===== config.mk =====
export PLATFORM = sky130hd
export DESIGN_NAME = cpu_op_sequencer_flat
export DESIGN_NICKNAME = d
export VERILOG_FILES = /design/src/rtl/cpu_op_sequencer_if.sv /design/src/rtl/cpu_op_sequencer.sv /design/src/flat_wrapper.sv
export SDC_FILE = /design/constraint.sdc
export NUM_CORES = 1
export LEC_CHECK = 0
export CAP_MARGIN = 40
export CORE_MARGIN = 4
export CORE_UTILIZATION = 58
export DETAILED_ROUTE_END_ITERATION = 10
export PLACE_DENSITY = 0.82
export SLEW_MARGIN = 10
export SYNTH_ARGS = -nofsm -noshare
export SYNTH_HDL_FRONTEND = slang
export SYNTH_SLANG_ARGS = --single-unit
export TNS_END_PERCENT = 10

===== constraint.sdc =====
create_clock -name clk -period 8.8 [get_ports clk]
set_clock_uncertainty 0.15 [all_clocks]
set_input_delay 1.76 -clock clk [delete_from_list [all_inputs] [get_ports clk]]
set_output_delay 1.76 -clock clk [all_outputs]
set_load 0.05 [all_outputs]

===== src/rtl/cpu_op_sequencer_if.sv =====
// Request, preload, datapath and response bundle for cpu_op_sequencer.
// master = requester/datapath side, slave = sequencer.
interface cpu_op_sequencer_if #(
    parameter int W     = 16,
    parameter int NREGS = 8
);
    localparam int AW = $clog2(NREGS);

    logic          req_valid;
    logic          req_ready;
    logic [3:0]    req_opcode;
    logic [1:0]    req_f0;
    logic          req_cin;
    logic          req_bin;
    logic [AW-1:0] req_rs1;
    logic [AW-1:0] req_rs2;
    logic [AW-1:0] req_rd;

    logic          ld_en;
    logic [AW-1:0] ld_addr;
    logic [W-1:0]  ld_data;

    logic [3:0]    dp_opcode;
    logic [1:0]    dp_f0;
    logic [W-1:0]  dp_inp1;
    logic [W-1:0]  dp_inp2;
    logic          dp_cin;
    logic          dp_bin;
    logic [W-1:0]  dp_out_wb;

    logic          rsp_valid;
    logic [AW-1:0] rsp_rd;
    logic [W-1:0]  rsp_data;

    modport master (
        output req_valid, req_opcode, req_f0, req_cin, req_bin, req_rs1, req_rs2, req_rd,
        input  req_ready,
        output ld_en, ld_addr, ld_data,
        input  dp_opcode, dp_f0, dp_inp1, dp_inp2, dp_cin, dp_bin,
        output dp_out_wb,
        input  rsp_valid, rsp_rd, rsp_data
    );

    modport slave (
        input  req_valid, req_opcode, req_f0, req_cin, req_bin, req_rs1, req_rs2, req_rd,
        output req_ready,
        input  ld_en, ld_addr, ld_data,
        output dp_opcode, dp_f0, dp_inp1, dp_inp2, dp_cin, dp_bin,
        input  dp_out_wb,
        output rsp_valid, rsp_rd, rsp_data
    );
endinterface


===== src/rtl/cpu_op_sequencer.sv =====
// Operand regfile + issue/wait/writeback sequencer in front of the top_cpu datapath.
// Optional CPU_SEQ_BACK2BACK_EN drops the RESP cycle so capture returns straight to IDLE.
module cpu_op_sequencer #(
    parameter int W      = 16,
    parameter int NREGS  = 8,
    parameter int DP_LAT = 1
) (
    input logic             clk,
    input logic             rst,
    cpu_op_sequencer_if.slave bus
);
    localparam int AW = $clog2(NREGS);

    typedef enum logic [1:0] {S_IDLE, S_EXEC, S_RESP} state_t;

    state_t                   state, state_nxt;
    logic [3:0]               cnt;
    logic [AW-1:0]            rd_q;
    logic [NREGS-1:0][W-1:0]  regs;
    logic                     accept;
    logic                     capture;

    assign accept  = (state == S_IDLE) && bus.req_valid;
    assign capture = (state == S_EXEC) && (cnt == 4'd0);

    always_ff @(posedge clk or posedge rst) begin
        if (rst) state <= S_IDLE;
        else     state <= state_nxt;
    end

    always_comb begin
        state_nxt = state;
        case (state)
            S_IDLE: if (bus.req_valid) state_nxt = S_EXEC;
`ifdef CPU_SEQ_BACK2BACK_EN
            S_EXEC: if (cnt == 4'd0) state_nxt = S_IDLE;
`else
            S_EXEC: if (cnt == 4'd0) state_nxt = S_RESP;
`endif
            default: state_nxt = S_IDLE;
        endcase
    end

    // ready is gated by rst so a requester never sees a handshake during reset
    always_comb begin
        bus.req_ready = (state == S_IDLE) && !rst;
    end

    always_ff @(posedge clk or posedge rst) begin
        if (rst) begin
            bus.dp_opcode <= '0;
            bus.dp_f0     <= '0;
            bus.dp_inp1   <= '0;
            bus.dp_inp2   <= '0;
            bus.dp_cin    <= 1'b0;
            bus.dp_bin    <= 1'b0;
            rd_q          <= '0;
            cnt           <= '0;
        end else if (accept) begin
            bus.dp_opcode <= bus.req_opcode;
            bus.dp_f0     <= bus.req_f0;
            bus.dp_inp1   <= regs[bus.req_rs1];
            bus.dp_inp2   <= regs[bus.req_rs2];
            bus.dp_cin    <= bus.req_cin;
            bus.dp_bin    <= bus.req_bin;
            rd_q          <= bus.req_rd;
            cnt           <= 4'(DP_LAT);
        end else if (state == S_EXEC && cnt != 4'd0) begin
            cnt <= cnt - 4'd1;
        end
    end

    always_ff @(posedge clk or posedge rst) begin
        if (rst) begin
            bus.rsp_valid <= 1'b0;
            bus.rsp_rd    <= '0;
            bus.rsp_data  <= '0;
        end else begin
            bus.rsp_valid <= capture;
            if (capture) begin
                bus.rsp_rd   <= rd_q;
                bus.rsp_data <= bus.dp_out_wb;
            end
        end
    end

    // r0 is never written, so it reads as zero; writeback is last so it beats a same-edge preload
    always_ff @(posedge clk or posedge rst) begin
        if (rst) begin
            regs <= '0;
        end else begin
            if (bus.ld_en && bus.ld_addr != '0) regs[bus.ld_addr] <= bus.ld_data;
            if (capture && rd_q != '0)          regs[rd_q]        <= bus.dp_out_wb;
        end
    end
endmodule


===== src/flat_wrapper.sv =====
// flat-port wrapper written by rule: the top's interface ports become plain ports
module cpu_op_sequencer_flat 
#(
    parameter int W      = 16,
    parameter int NREGS  = 8,
    parameter int DP_LAT = 1
)
  (clk, rst, bus_req_valid, bus_req_opcode, bus_req_f0, bus_req_cin, bus_req_bin, bus_req_rs1, bus_req_rs2, bus_req_rd, bus_req_ready, bus_ld_en, bus_ld_addr, bus_ld_data, bus_dp_opcode, bus_dp_f0, bus_dp_inp1, bus_dp_inp2, bus_dp_cin, bus_dp_bin, bus_dp_out_wb, bus_rsp_valid, bus_rsp_rd, bus_rsp_data);
  cpu_op_sequencer_if #(.W(W), .NREGS(NREGS)) bus_i ();
  input logic clk;
  input logic rst;
  input wire logic [$bits(bus_i.req_valid)-1:0] bus_req_valid;
  input wire logic [$bits(bus_i.req_opcode)-1:0] bus_req_opcode;
  input wire logic [$bits(bus_i.req_f0)-1:0] bus_req_f0;
  input wire logic [$bits(bus_i.req_cin)-1:0] bus_req_cin;
  input wire logic [$bits(bus_i.req_bin)-1:0] bus_req_bin;
  input wire logic [$bits(bus_i.req_rs1)-1:0] bus_req_rs1;
  input wire logic [$bits(bus_i.req_rs2)-1:0] bus_req_rs2;
  input wire logic [$bits(bus_i.req_rd)-1:0] bus_req_rd;
  output wire logic [$bits(bus_i.req_ready)-1:0] bus_req_ready;
  input wire logic [$bits(bus_i.ld_en)-1:0] bus_ld_en;
  input wire logic [$bits(bus_i.ld_addr)-1:0] bus_ld_addr;
  input wire logic [$bits(bus_i.ld_data)-1:0] bus_ld_data;
  output wire logic [$bits(bus_i.dp_opcode)-1:0] bus_dp_opcode;
  output wire logic [$bits(bus_i.dp_f0)-1:0] bus_dp_f0;
  output wire logic [$bits(bus_i.dp_inp1)-1:0] bus_dp_inp1;
  output wire logic [$bits(bus_i.dp_inp2)-1:0] bus_dp_inp2;
  output wire logic [$bits(bus_i.dp_cin)-1:0] bus_dp_cin;
  output wire logic [$bits(bus_i.dp_bin)-1:0] bus_dp_bin;
  input wire logic [$bits(bus_i.dp_out_wb)-1:0] bus_dp_out_wb;
  output wire logic [$bits(bus_i.rsp_valid)-1:0] bus_rsp_valid;
  output wire logic [$bits(bus_i.rsp_rd)-1:0] bus_rsp_rd;
  output wire logic [$bits(bus_i.rsp_data)-1:0] bus_rsp_data;
  assign bus_i.req_valid = bus_req_valid;
  assign bus_i.req_opcode = bus_req_opcode;
  assign bus_i.req_f0 = bus_req_f0;
  assign bus_i.req_cin = bus_req_cin;
  assign bus_i.req_bin = bus_req_bin;
  assign bus_i.req_rs1 = bus_req_rs1;
  assign bus_i.req_rs2 = bus_req_rs2;
  assign bus_i.req_rd = bus_req_rd;
  assign bus_req_ready = bus_i.req_ready;
  assign bus_i.ld_en = bus_ld_en;
  assign bus_i.ld_addr = bus_ld_addr;
  assign bus_i.ld_data = bus_ld_data;
  assign bus_dp_opcode = bus_i.dp_opcode;
  assign bus_dp_f0 = bus_i.dp_f0;
  assign bus_dp_inp1 = bus_i.dp_inp1;
  assign bus_dp_inp2 = bus_i.dp_inp2;
  assign bus_dp_cin = bus_i.dp_cin;
  assign bus_dp_bin = bus_i.dp_bin;
  assign bus_i.dp_out_wb = bus_dp_out_wb;
  assign bus_rsp_valid = bus_i.rsp_valid;
  assign bus_rsp_rd = bus_i.rsp_rd;
  assign bus_rsp_data = bus_i.rsp_data;
  cpu_op_sequencer #(.W(W), .NREGS(NREGS), .DP_LAT(DP_LAT)) u_core (.clk(clk), .rst(rst), .bus(bus_i));
endmodule

* Word-level counts from Yosys, hierarchy flattened
Cells that the tools add are included.
** Word-level totals
- Output and inout port bits :: 61
- Flip-flop bits (word level) :: 197
- Input port bits :: 56
- Logic and storage cells :: 63
** Cells by class
- Equal/unequal tests :: 3
- Order comparisons :: 6
- Reduce and logical (&&, ||, !) cells :: 16
- Add/subtract/negate cells :: 1
- Muxes and demuxes :: 17
** Operators with widths (count)
- $bwmux W128 :: 2
- $mux W128 :: 2
- $bmux W16 S3 :: 2
- $demux W16 S3 :: 2
- $mux W16 :: 4
- $lt A3 B4 Y1 const B :: 4
- $logic_and A1 B1 Y1 :: 8
- $mux W4 :: 2
- $ge A3 B1 Y1 const B :: 2
- $reduce_bool A3 Y1 :: 2
- $logic_not A4 Y1 :: 1
- $mux W2 :: 2
- $pmux W2 S2 :: 1
- $reduce_bool A4 Y1 :: 1
- $sub A4 B1 Y4 const B :: 1
- $eq A2 B1 Y1 const B :: 1
- $logic_not A2 Y1 :: 1
- $ne A2 B1 Y1 const B :: 1
- $ne A2 B2 Y1 const B :: 1
- $reduce_and A2 Y1 :: 1
- $reduce_bool A2 Y1 :: 1
- $logic_not A1 Y1 :: 1

* Longest topological paths before layout
Gate-level depths: netlist (run 1).
- Word-level depth :: 8
- Depth in mapped cells :: 6
- Gate-level depth less buffers :: 5

* Least setup slack after synthesis (run 1)
OpenSTA, ideal clock, no wires.
- Path type :: input port to output port
- Start :: input port rst
- End :: output port bus_req_ready
- Data arrival time :: 2.805 ns
- Buffers on the path :: 0
- Slack :: 4.085 ns
- Stages on the path :: 1
- Required time :: 6.890 ns
- Cells stage by stage :: nor3_1
** On the way
- Longest elaborated chain between the ends :: 2
** Ends and longest elaborated chain
- start: declaration :: line flat_wrapper.sv:11 : input logic rst;
- $logic_not A1 Y1 (no line)
- $logic_and A1 B1 Y1 :: line cpu_op_sequencer.sv:46 : bus.req_ready = (state == S_IDLE) && !rst;
- end: declaration :: line flat_wrapper.sv:20 : output wire logic [$bits(bus_i.req_ready)-1:0] bus_req_ready;
Every way passes these cells.

* Worst setup path after layout (run 1)
Same ends and word-level chain as after synthesis.

==> results.md, run 1 <==
Route:
- The DRC violations left is 0.
- After detailed routing, the average wire length per cell comes to 24.3 µm.
- The routed layout has 7558 vias.
- For this block, the routed nets add up to 29400 µm of wire.
- In this run, the number of DRC markers left after iteration 0 of detailed routing was 647.
- The number of optimization iterations in the first detailed-route pass is 4.
- The routed via count divided by cell count is 6.23.
- The number of nets still failing antenna checks after routing is 0.

Power and ir drop:
- In this run, the combinational gates consume 47.0% of the power.
- The part of the total power dissipated in the clock network is 17.7%.
- The internal power of the cells is 2870 µW.
- Net switching is 38.0% of the power.
- The largest vdd supply drop is 0.250 mV.
- The total leakage power is 0.00601 µW.
- The switching power of the nets is 1760 µW.
- Sequential cells account for 35.3% of the total power.
- The power per cell area is 349 nW/µm².

Clock tree:
- The clock tree synthesis step divided the H-tree into 4 levels.
- The cell sitting at the root of the clock tree is a sky130_fd_sc_hd__clkbuf_16.
- The clock transition time at the flip-flop clock pins of the worst setup and hold paths is 0.07 ns.
- The clock reaches the later pin of the worst-skew pair after 0.44 ns.
- Counting along the longest clock path gives a buffer depth of 2.
- After clock tree synthesis, the flow added hold-fix buffers numbering 0.
- Post-CTS timing repair inserted 0 buffers for setup.
- The number of gates resized after CTS was 0.
- The TritonCTS sink count is 197.
- The number of buffers added by the clock tree synthesis step is 17.
- The clock tree from TritonCTS is yes.

Global route:
- The wire length of the first global-routing pass is 45700 µm.
- The initial antenna violation count is 0.
- For this run, the total global-route usage over all layers was measured as 27.3%.
- The total overflow left after global routing is 0.
- The pin count of the biggest net entering global routing is 79.
- The via count of the first global-routing pass came to 7880.

Floorplanning:
- The boundary pin count is 117.
- The die is 147 µm wide.
- The area of the placeable core is 18800 µm².
- The initial cell density of the core is 59.6%.
- The die covers 21600 µm².
- The die extent in y is 147 µm.
- The placement row count is 50.

Layout:
- The layout net count is 998.
- The filler cells instantiated in the layout total 1282.
- The library cell used most frequently in the layout, excluding fill and tap cells, is sky130_fd_sc_hd__mux2_2.
- In the final layout, the share of cells above drive strength 1 is 37.9%.
- The growth of design area from synthesis to finish is 18.1%.
- The antenna diode instance count is 0.
- The top cell types in the final layout, fill and taps aside, are 216 x sky130_fd_sc_hd__mux2_2, 197 x sky130_fd_sc_hd__dfrtp_1, 114 x sky130_fd_sc_hd__clkdlybuf4s50_1.
- The share of the core filled with cells in the final layout is 70.3%.

Critical path:
- For the worst setup path, the data required time is 6.89 ns.
- For this run, the slowest stage of the critical path takes 0.84 ns.
- The signal on the critical path passes through clkdlybuf4s50_1, nor3_1, clkdlybuf4s50_1.
- At the worst endpoint, the arrival time is 3.31 ns.
- The endpoint kind of the worst setup timing path is an output port.
- The largest individual stage delay along the critical path comes from the cell sky130_fd_sc_hd__clkdlybuf4s50_1.
- The sort of element at the start of the critical path is an input port.
- Counting stages on the worst path, the most repeated cell is sky130_fd_sc_hd__clkdlybuf4s50_1.
- The biggest fanout along the worst timing path is 2.
- The type of the worst setup path is input port to output port.

STA:
- The share of the clock period used by the worst path after layout is 59.3%.
- The final-report max-slew violation count is 0.
- Setup repair after global routing left no endpoint under its margin.
- The final hold violation count is 0.
- The worst slew slack as a fraction of its limit is 43.4%.
- The final critical delay including setup and external delays is 5.22 ns.
- The setup TNS after final layout is 0 ns.
- The upper clock frequency limit is 192 MHz.
- For the pin with the worst max-slew slack, the measured transition is 0.849 ns.
- The final-report setup violation count is 0.

Yosys:
- Counting every net in the synthesized netlist gives 920.
- Of all cell types, the one taking the most synthesized area is sky130_fd_sc_hd__dfrtp_1.
- By area the synthesized netlist is led by sky130_fd_sc_hd__dfrtp_1 44%, sky130_fd_sc_hd__mux2_2 22%, sky130_fd_sc_hd__mux2_4 9.4%.
- Sequential cells were found to cover 44.0% of the synthesized design area.
- The cell count after synthesis came out at 862.
- The mean area per synthesized cell is 13.0 µm².
- The netlist area before placement is 11200 µm².
- Yosys mapped the design onto 36 distinct sky130hd cell types.
- The count of state elements after synthesis is 197.
- The share of Yosys cell area claimed by the top area cell type is 44.0%.
- The total number of yosys warnings is 0.

Placement:
- The final estimated routing congestion in global placement is 0.786.
- The number of I/O port buffers is 116.
- The half-perimeter wire length after detailed placement is 18800 µm.

Status:
- The run finished with clean final reports.

Worst hold path:
- The min-delay analysis places its worst path in the category flop to flop.

Run:
- The tool flagged a number of max-cap violations equal to 0.
==> final timing paths <==
kind	from	end	slack, ns	depth (start not counted)
min reg2reg	u_core.regs[6]$_DFF_PP0_	u_core.regs[6]$_DFF_PP0_	0.25	0
max reg2reg	u_core.cnt[0]$_DFFE_PP0P_	u_core.regs[59]$_DFF_PP0_	6.25	4
min	u_core.regs[6]$_DFF_PP0_	u_core.regs[6]$_DFF_PP0_	0.25	0
min in group asynchronous	rst	u_core.state[1]$_DFFE_PP0P_	1.59	2
max	rst	bus_req_ready	3.58	3
max in group asynchronous	rst	u_core.bus.dp_inp2[15]$_DFFE_PP0P_	5.86	4
==> metal layers <==
layer	share of wire [%]	GRT usage, %	wire (µm)
met1	44	36.7	12900
met2	46	42.6	13600
met3	6.5	6.72	1910
met4	3.2	11.0	948
met5	0	0	0
==> final cells by class <==
class,count,area (µm²),area share (%)
multi-input cells,580,5860,44.2
flip-flops and latches,197,4930,37.2
repair buffers,138,1480,11.2
clock buffers,20,467,3.53
well taps,260,325,2.46
clock inverters,12,153,1.15
inverters,6,30.0,0.227
==> worst max-delay path: cells and delay by family <==
| kind | cells | cell delay, ns |
|---|---|---|
| and+or+nand+nor | 1 | 0.19 |
| buffers and inverters | 2 | 1.35 |
==> power by group through the flow <==
stage                     Sequential [µW]  Combinational (µW)  Clock, µW
final                                1630                2170        818
after floorplan                      2000                1180          0
after CTS                            1620                2180        822
after detailed placement             1630                2170          0
after global placement               1600                2080          0
after global routing                 1680                2310        870
==> registers in the layout, indices dropped and copies added, names as in the netlist, 2 cells and up <==
| name | flops |
|---|---|
| u_core.regs | 128 |
| u_core.bus.dp_inp1 | 16 |
| u_core.bus.dp_inp2 | 16 |
| u_core.bus.rsp_data | 16 |
| u_core.bus.dp_opcode | 4 |
| u_core.cnt | 4 |
| u_core.bus.rsp_rd | 3 |
| u_core.rd_q | 3 |
| u_core.bus.dp_f0 | 2 |
| u_core.state | 2 |
==> Yosys cell counts <==
| master | number |
|---|---|
| sky130_fd_sc_hd__mux2_4 | 70 |
| sky130_fd_sc_hd__buf_2 | 23 |
| sky130_fd_sc_hd__and2_1 | 1 |
| sky130_fd_sc_hd__dfrtp_1 | 197 |
| sky130_fd_sc_hd__o22ai_1 | 32 |
| sky130_fd_sc_hd__or3_1 | 2 |
| sky130_fd_sc_hd__nor2b_1 | 2 |
| sky130_fd_sc_hd__mux2_2 | 216 |
| sky130_fd_sc_hd__nor2_1 | 3 |
| sky130_fd_sc_hd__nand2_1 | 68 |
| sky130_fd_sc_hd__o211ai_1 | 1 |
| sky130_fd_sc_hd__nor4bb_1 | 1 |
| sky130_fd_sc_hd__or3b_2 | 1 |
| sky130_fd_sc_hd__a21oi_1 | 2 |
| sky130_fd_sc_hd__mux2_1 | 21 |
| sky130_fd_sc_hd__nand4_2 | 1 |
| sky130_fd_sc_hd__nor4b_2 | 1 |
| sky130_fd_sc_hd__and2b_1 | 2 |
| sky130_fd_sc_hd__o31ai_1 | 34 |
| sky130_fd_sc_hd__inv_1 | 6 |
| sky130_fd_sc_hd__mux2i_1 | 64 |
| sky130_fd_sc_hd__a22o_1 | 32 |
| sky130_fd_sc_hd__nor3b_1 | 2 |
| sky130_fd_sc_hd__buf_1 | 2 |
| sky130_fd_sc_hd__ha_1 | 2 |
| sky130_fd_sc_hd__and4bb_1 | 2 |
| sky130_fd_sc_hd__nand4_4 | 4 |
| sky130_fd_sc_hd__clkbuf_1 | 36 |
| sky130_fd_sc_hd__nor3_1 | 1 |
| sky130_fd_sc_hd__nand4b_4 | 6 |
| sky130_fd_sc_hd__nand3_1 | 1 |
| sky130_fd_sc_hd__o21ai_0 | 3 |
| sky130_fd_sc_hd__or4_1 | 2 |
| sky130_fd_sc_hd__nand2b_1 | 3 |
| sky130_fd_sc_hd__buf_6 | 12 |
| sky130_fd_sc_hd__buf_4 | 6 |
==> logic make-up after synthesis <==
family	share of synthesized area, %
buf+inv	4.11
simple gates	5.98
flops	44.0
compound gates	6.85
mux	38.9
fa+ha+maj	0.223
==> through the flow <==
stage	cell area (µm²)	power, µW	hold WS [ns]	setup WS, ns	cells
finish	13200	4620	0.253	3.58	1213
global placement	12400	3680	0.235	3.62	1167
floorplan	11200	3190	0.299	1.52	862
CTS	13200	4630	0.253	3.56	1213
detailed placement	12600	3800	0.239	3.57	1181
global route	13200	4860	0.264	3.54	1213
Power figures use the tool's default switching activity.
==> inputs of run 2 (changes only) <==
clock period = 5 ns   (was 8.8 ns; I/O delays follow)
==> results.md, run 2 (same netlist as run 1, synthesis figures left out) <==
Status:
- Result of the run: finished, final reports clean (unchanged).

Floorplanning:
- The die extent in x is 147 µm (unchanged).
- The die extent in y is 147 µm (unchanged).
- The initial cell density of the core was 59.6% (unchanged).
- The area of the placeable core came to 18800 µm² (unchanged).
- The placement row count was 50 (unchanged).
- The full die area is 21600 µm² (unchanged).
- The boundary pin count came to 117 (unchanged).

Clock tree:
- The number of hold-repair buffers added at the cts stage is 0 (unchanged).
- The insertion delay of the later-clocked pin in the worst-skew pair came to 0.44 ns (about the same).
- The count of cells resized by post-cts repair was 0 (unchanged).
- The clock transition time at the flip-flop clock pins of the worst setup and hold paths came to 0.07 ns (about the same).
- The clock root buffer is sky130_fd_sc_hd__clkbuf_16 (unchanged).
- The CTS H-tree depth is 4 (unchanged).
- The TritonCTS sink count is 197 (unchanged).
- The clock tree from TritonCTS is yes (unchanged).
- The maximum buffer depth of the clock tree was 2 (unchanged).
- The post-CTS setup buffer count is 0 (unchanged).
- The number of buffers added by the clock tree synthesis step is 17 (unchanged).

Route:
- The overall routed net length is 28800 µm (was 29400 µm).
- The number of nets still failing antenna checks after routing was 0 (unchanged).
- The average routed wire per standard cell came to 23.8 µm (was 24.3 µm).
- The DRC violations left is 0 (unchanged).
- The initial DRC count is 481 (was 647).
- The via count is 7530 (was 7558).
- The number of optimization iterations in the first detailed-route pass came to 5 (was 4).
- The routed via count divided by cell count was 6.23 (about the same).

STA:
- The setup TNS after final layout came to 0 ns (unchanged).
- The final critical delay including setup and external delays is 3.60 ns.
- Unrepaired setup endpoints after global routing: no (unchanged).
- The final-report setup violation count came to 0 (unchanged).
- The pin slew with the least headroom to its limit is 0.922 ns (was 0.849 ns).
- The smallest hold slack is 0.253 ns (about the same).
- The final-report max-slew violation count came to 0 (unchanged).
- The share of the clock period used by the worst path after layout is 71.9%.
- The final hold violation count is 0 (unchanged).
- The upper clock frequency limit is 278 MHz.
- The worst slew slack as a fraction of its limit was 38.6% (was 43.4%).

Critical path:
- The launching point of the worst reg2reg path is u_core.cnt[0]$_DFFE_PP0P_ (unchanged).
- The endpoint kind of the worst setup timing path was an output port (unchanged).
- The cell with the most instances on the worst path is sky130_fd_sc_hd__clkdlybuf4s50_1 (unchanged).
- The end of the worst register-to-register path is u_core.regs[29]$_DFF_PP0_ (was u_core.regs[59]$_DFF_PP0_).
- The cell with the biggest individual delay on the critical path is sky130_fd_sc_hd__clkdlybuf4s50_1 (unchanged).
- The first element of the critical path is rst (unchanged).
- The sort of element at the start of the critical path was an input port (unchanged).
- The worst setup path endpoint is bus_req_ready (unchanged).
- Ordered cell list for the critical path: clkdlybuf4s50_1, nor3_1, clkdlybuf4s50_1 (unchanged).
- The largest stage delay on the critical path is 0.83 ns (was 0.84 ns).
- The depth of the worst register-to-register path is 4 (unchanged).
- The endpoint required time on the critical path is 3.85 ns (was 6.89 ns).
- The data arrival time of the critical path is 2.45 ns (was 3.31 ns).
- The type of the worst setup path was input port to output port (unchanged).
- The biggest fanout along the worst timing path is 2 (unchanged).
- The register-to-register setup slack is 2.45 ns (was 6.25 ns).

Global route:
- The via count of the first global-routing pass came to 7822 (was 7880).
- The wire length of the first global-routing pass is 45200 µm (was 45700 µm).
- The global-route usage over all layers came to 27.1% (was 27.3%).
- The global route total overflow came to 0 (unchanged).
- The pin count of the biggest net entering global routing is 79 (unchanged).
- The initial antenna violation count is 0 (unchanged).

Layout:
- The growth of design area from synthesis to finish is 17.0% (was 18.1%).
- The number of flip-flops in the largest register is 128 (unchanged).
- The register containing the most flip-flops in the final layout is u_core.regs (unchanged).
- The most common cell after layout, fill and taps aside is sky130_fd_sc_hd__mux2_2 (unchanged).
- The share of post-route cells with drive strength above 1 was 37.6% (was 37.9%).
- Commonest non-fill, non-tap cells in the layout: 216 x sky130_fd_sc_hd__mux2_2, 197 x sky130_fd_sc_hd__dfrtp_1, 114 x sky130_fd_sc_hd__clkdlybuf4s50_1 (unchanged).
- The layout net count is 994 (was 998).
- The antenna diode instance count is 0 (unchanged).

Power and ir drop:
- The total leakage power was 0.00595 µW (was 0.00601 µW).
- The largest vdd supply drop is 0.452 mV (was 0.250 mV).
- The power per cell area is 613 nW/µm² (was 349 nW/µm²).

Run:
- The reported max-cap violation count came to 0 (unchanged).

Placement:
- The number of I/O port buffers is 116 (unchanged).
- The final estimated routing congestion in global placement is 0.799 (was 0.786).
- The half-perimeter wire length after detailed placement is 18400 µm (was 18800 µm).

Worst hold path:
- The worst hold path class is flop to flop (unchanged).
==> run 2: per-stage QoR <==
step | cells | util, % | area (µm²) | setup slack, ns | total power, µW
4_1_cts | 1209 | 69.7 | 13100 | 1.40 | 8050
3_5_place_dp | 1177 | 66.7 | 12600 | 1.42 | 6670
5_1_grt | 1209 | 69.7 | 13100 | 1.35 | 8450
3_3_place_gp | 1169 | 65.9 | 12400 | 1.39 | 6490
6_report | 1209 | 69.7 | 13100 | 1.40 | 8040
2_1_floorplan | 862 | - | 11200 | 1.30 | 5610
==> run 2: layer usage <==
layer  track usage, %  share of wire, %  vias to the layer above
li1                 -                 -                     3355
met1             37.1                44                     3844
met2             43.8                48                      268
met3             5.68               5.1                       63
met4             8.34               2.7                        0
met5                0                 0                        -
==> run 2: report_power, final <==
group	internal (µW)	total, µW	switching, µW
Clock	705	1340	633
Combinational	1890	3820	1930
Sequential	2320	2880	562
==> run 2: layout make-up <==
type	instances	area [µm²]
tap	260	325
fill	1275	5710
sequential	197	4930
inverter	6	26.3
clock inverter	14	128
clock buffer	18	439
multi-input combinational	580	5860
timing repair buffer	134	1420
==> run 2: critical path, delay by kind of cell <==
kind                   cells  cell delay [ns]
buffers and inverters      2             1.29
AND/OR/NAND/NOR            1             0.15
==> run 2: worst min-delay path by stage <==
stage                                          from                        end  cells after the start
after floorplan            u_core.regs[0]$_DFF_PP0_   u_core.regs[0]$_DFF_PP0_                      1
after global placement    u_core.regs[12]$_DFF_PP0_  u_core.regs[12]$_DFF_PP0_                      0
after detailed placement  u_core.regs[15]$_DFF_PP0_  u_core.regs[15]$_DFF_PP0_                      0
after global routing       u_core.regs[6]$_DFF_PP0_   u_core.regs[6]$_DFF_PP0_                      0
after CTS                  u_core.regs[1]$_DFF_PP0_   u_core.regs[1]$_DFF_PP0_                      0
final                      u_core.regs[4]$_DFF_PP0_   u_core.regs[4]$_DFF_PP0_                      0
==> inputs of run 3 (changes only) <==
CORE_UTILIZATION = 52   (was 58)
PLACE_DENSITY = 0.78   (was 0.82)
clock period = 2.99 ns   (was 5 ns; I/O delays follow)
==> results.md, run 3 (same netlist as run 1, synthesis figures left out) <==
Status:
- Result of the run: finished, final reports clean (unchanged).

Clock tree:
- The clock tree from TritonCTS is yes (unchanged).
- The TritonCTS sink count is 197 (unchanged).
- The clock transition time at the flip-flop clock pins of the worst setup and hold paths is 0.07 ns (about the same).
- The number of hold-repair buffers added at the cts stage is 0 (unchanged).
- The maximum buffer depth of the clock tree came to 2 (unchanged).
- The CTS H-tree depth is 4 (unchanged).
- The clock root buffer is sky130_fd_sc_hd__clkbuf_16 (unchanged).
- The count of cells resized by post-cts repair came to 0 (unchanged).
- The post-CTS setup buffer count is 0 (unchanged).
- The number of buffers added by the clock tree synthesis step is 17 (unchanged).
- The insertion delay of the later-clocked pin in the worst-skew pair is 0.44 ns (about the same).

Critical path:
- The register-to-register setup slack was 0.46 ns (was 2.45 ns).
- The data arrival time of the critical path came to 2.70 ns (was 2.45 ns).
- The endpoint required time on the critical path is 3.16 ns (was 3.85 ns).
- The type of the worst setup path was flop to flop (was input port to output port).
- The biggest fanout along the worst timing path is 16 (was 2).
- The endpoint kind of the worst setup timing path was a flop (was output port).
- The sort of element at the start of the critical path is a flop (was input port).
- Ordered cell list for the critical path: nor4b_4, buf_4, nand4b_4, mux2_4 (was clkdlybuf4s50_1, nor3_1, clkdlybuf4s50_1).
- The cell with the biggest individual delay on the critical path is sky130_fd_sc_hd__nor4b_4 (was sky130_fd_sc_hd__clkdlybuf4s50_1).
- The largest stage delay on the critical path is 0.60 ns (was 0.83 ns).

Placement:
- The worst slack at placement is 0.182 ns (was 1.42 ns).
- The number of I/O port buffers came to 116 (unchanged).
- The final estimated routing congestion in global placement is 0.777 (was 0.799).
- The half-perimeter wire length after detailed placement is 19200 µm (was 18400 µm).

Floorplanning:
- The placement row count came to 53 (was 50).
- The die extent in x is 155 µm (was 147 µm).
- The die extent in y is 155 µm (was 147 µm).
- The initial cell density of the core is 53.2% (was 59.6%).
- The full die area came to 24000 µm² (was 21600 µm²).
- The boundary pin count was 117 (unchanged).
- The area of the placeable core is 21100 µm² (was 18800 µm²).

Layout:
- The growth of design area from synthesis to finish is 18.5% (was 17.0%).
- The antenna diode instance count is 0 (unchanged).
- The register containing the most flip-flops in the final layout is u_core.regs (unchanged).
- The share of the core filled with cells in the final layout is 63.0% (was 69.7%).
- The layout net count was 1014 (was 994).
- Commonest non-fill, non-tap cells in the layout: 216 x sky130_fd_sc_hd__mux2_2, 197 x sky130_fd_sc_hd__dfrtp_1, 113 x sky130_fd_sc_hd__clkdlybuf4s50_1 (was 216 x sky130_fd_sc_hd__mux2_2, 197 x sky130_fd_sc_hd__dfrtp_1, 114 x sky130_fd_sc_hd__clkdlybuf4s50_1).
- The most common cell after layout, fill and taps aside is sky130_fd_sc_hd__mux2_2 (unchanged).
- The share of post-route cells with drive strength above 1 was 38.5% (was 37.6%).
- The number of fill cells was 1617 (was 1275).
- The number of flip-flops in the largest register was 128 (unchanged).

STA:
- Unrepaired setup endpoints after global routing: no (unchanged).
- The final worst-path setup slack is 0.457 ns (was 1.40 ns).
- The final-report max-slew violation count was 0 (unchanged).
- The worst slew slack as a fraction of its limit is 54.9% (was 38.6%).
- The final hold violation count is 0 (unchanged).
- The final-report setup violation count is 0 (unchanged).
- The share of the clock period used by the worst path after layout is 84.7%.
- The pin slew with the least headroom to its limit was 0.676 ns (was 0.922 ns).
- The setup TNS after final layout is 0 ns (unchanged).
- Static timing analysis puts the maximum clock frequency at 395 MHz.
- The final critical delay including setup and external delays is 2.53 ns.

Route:
- The overall routed net length is 29700 µm (was 28800 µm).
- The initial DRC count was 500 (was 481).
- The top metal layer carrying routed signals is met4 (unchanged).
- The average routed wire per standard cell is 23.9 µm (was 23.8 µm).
- The via count is 7497 (was 7530).
- The length of routed wiring on met1 was 12900 µm (was 12800 µm).
- The length of routed met3 wiring was 1620 µm (was 1470 µm).
- The routed via count divided by cell count was 6.03 (was 6.23).
- The number of optimization iterations in the first detailed-route pass came to 5 (unchanged).
- The number of nets still failing antenna checks after routing came to 0 (unchanged).
- The DRC violations left is 0 (unchanged).
- The met2 wire length is 14400 µm (was 13700 µm).

Run:
- The reported max-cap violation count is 0 (unchanged).

Global route:
- The initial antenna violation count is 0 (unchanged).
- The pin count of the biggest net entering global routing was 79 (unchanged).
- The global route total overflow came to 0 (unchanged).
- The wire length of the first global-routing pass is 46100 µm (was 45200 µm).
- The via count of the first global-routing pass is 7864 (was 7822).
- The global-route usage over all layers came to 24.9% (was 27.1%).

Power and ir drop:
- The sum of internal, switching and leakage power was 13400 µW (was 8040 µW).
- The largest vdd supply drop is 0.636 mV (was 0.452 mV).
- The total leakage power is 0.00603 µW (was 0.00595 µW).
- The power per cell area is 1010 nW/µm² (was 613 nW/µm²).

Worst hold path:
- The worst hold path class is flop to flop (unchanged).
## run 3: cell count changes in the layout (fill, tap and decap cells not counted), sizes merged
cell           delta
clkdlybuf4s50     -1
bufinv            -1
clkinv            +1
buf              +21
## run 3: report_power, final
part	switching, µW	internal, µW
logic	3230	3180
registers	924	3880
clock network	1110	1090
## run 3: layout make-up
type / count / area [µm²] / area share [%]
clock inverter: 14 / 123 / 0.923
multi-input combinational: 580 / 5850 / 44.0
inverter: 6 / 26.3 / 0.198
timing repair buffer: 154 / 1580 / 11.9
clock buffer: 18 / 429 / 3.23
sequential: 197 / 4930 / 37.1
tap: 275 / 344 / 2.59
## run 3: critical path, delay by kind of cell, from the launching register on
kind | cells | cell delay, ns
and+or+nand+nor | 2 | 1.08
muxes | 1 | 0.48
DFF | 1 | 0.45
buffers and inverters | 1 | 0.25
## run 3: worst paths after layout
check | startpoint | to | cells after the start
max | u_core.state[1]$_DFFE_PP0P_ | u_core.regs[105]$_DFF_PP0_ | 4
min reg2reg | u_core.regs[10]$_DFF_PP0_ | u_core.regs[10]$_DFF_PP0_ | 0
min | u_core.regs[10]$_DFF_PP0_ | u_core.regs[10]$_DFF_PP0_ | 0
max reg2reg | u_core.state[1]$_DFFE_PP0P_ | u_core.regs[105]$_DFF_PP0_ | 4
max in group asynchronous | rst | u_core.bus.dp_inp2[9]$_DFFE_PP0P_ | 3
min in group asynchronous | rst | u_core.bus.rsp_data[0]$_DFFE_PP0P_ | 2
## run 3: metal layers
metal	up-vias	global-route usage, %
met2	256	41.6
met1	3804	32.3
met4	0	8.58
li1	3378	-
met5	-	0
met3	59	5.34
## run 3: metrics by stage
| step | std cells | cell area (µm²) | hold WS (ns) |
|---|---|---|---|
| final | 1244 | 13300 | 0.251 |
| after global routing | 1244 | 13300 | 0.271 |
| after CTS | 1244 | 13300 | 0.255 |
| after detailed placement | 1212 | 12700 | 0.238 |
| after global placement | 1212 | 12700 | 0.235 |
| after floorplan | 862 | 11200 | 0.299 |
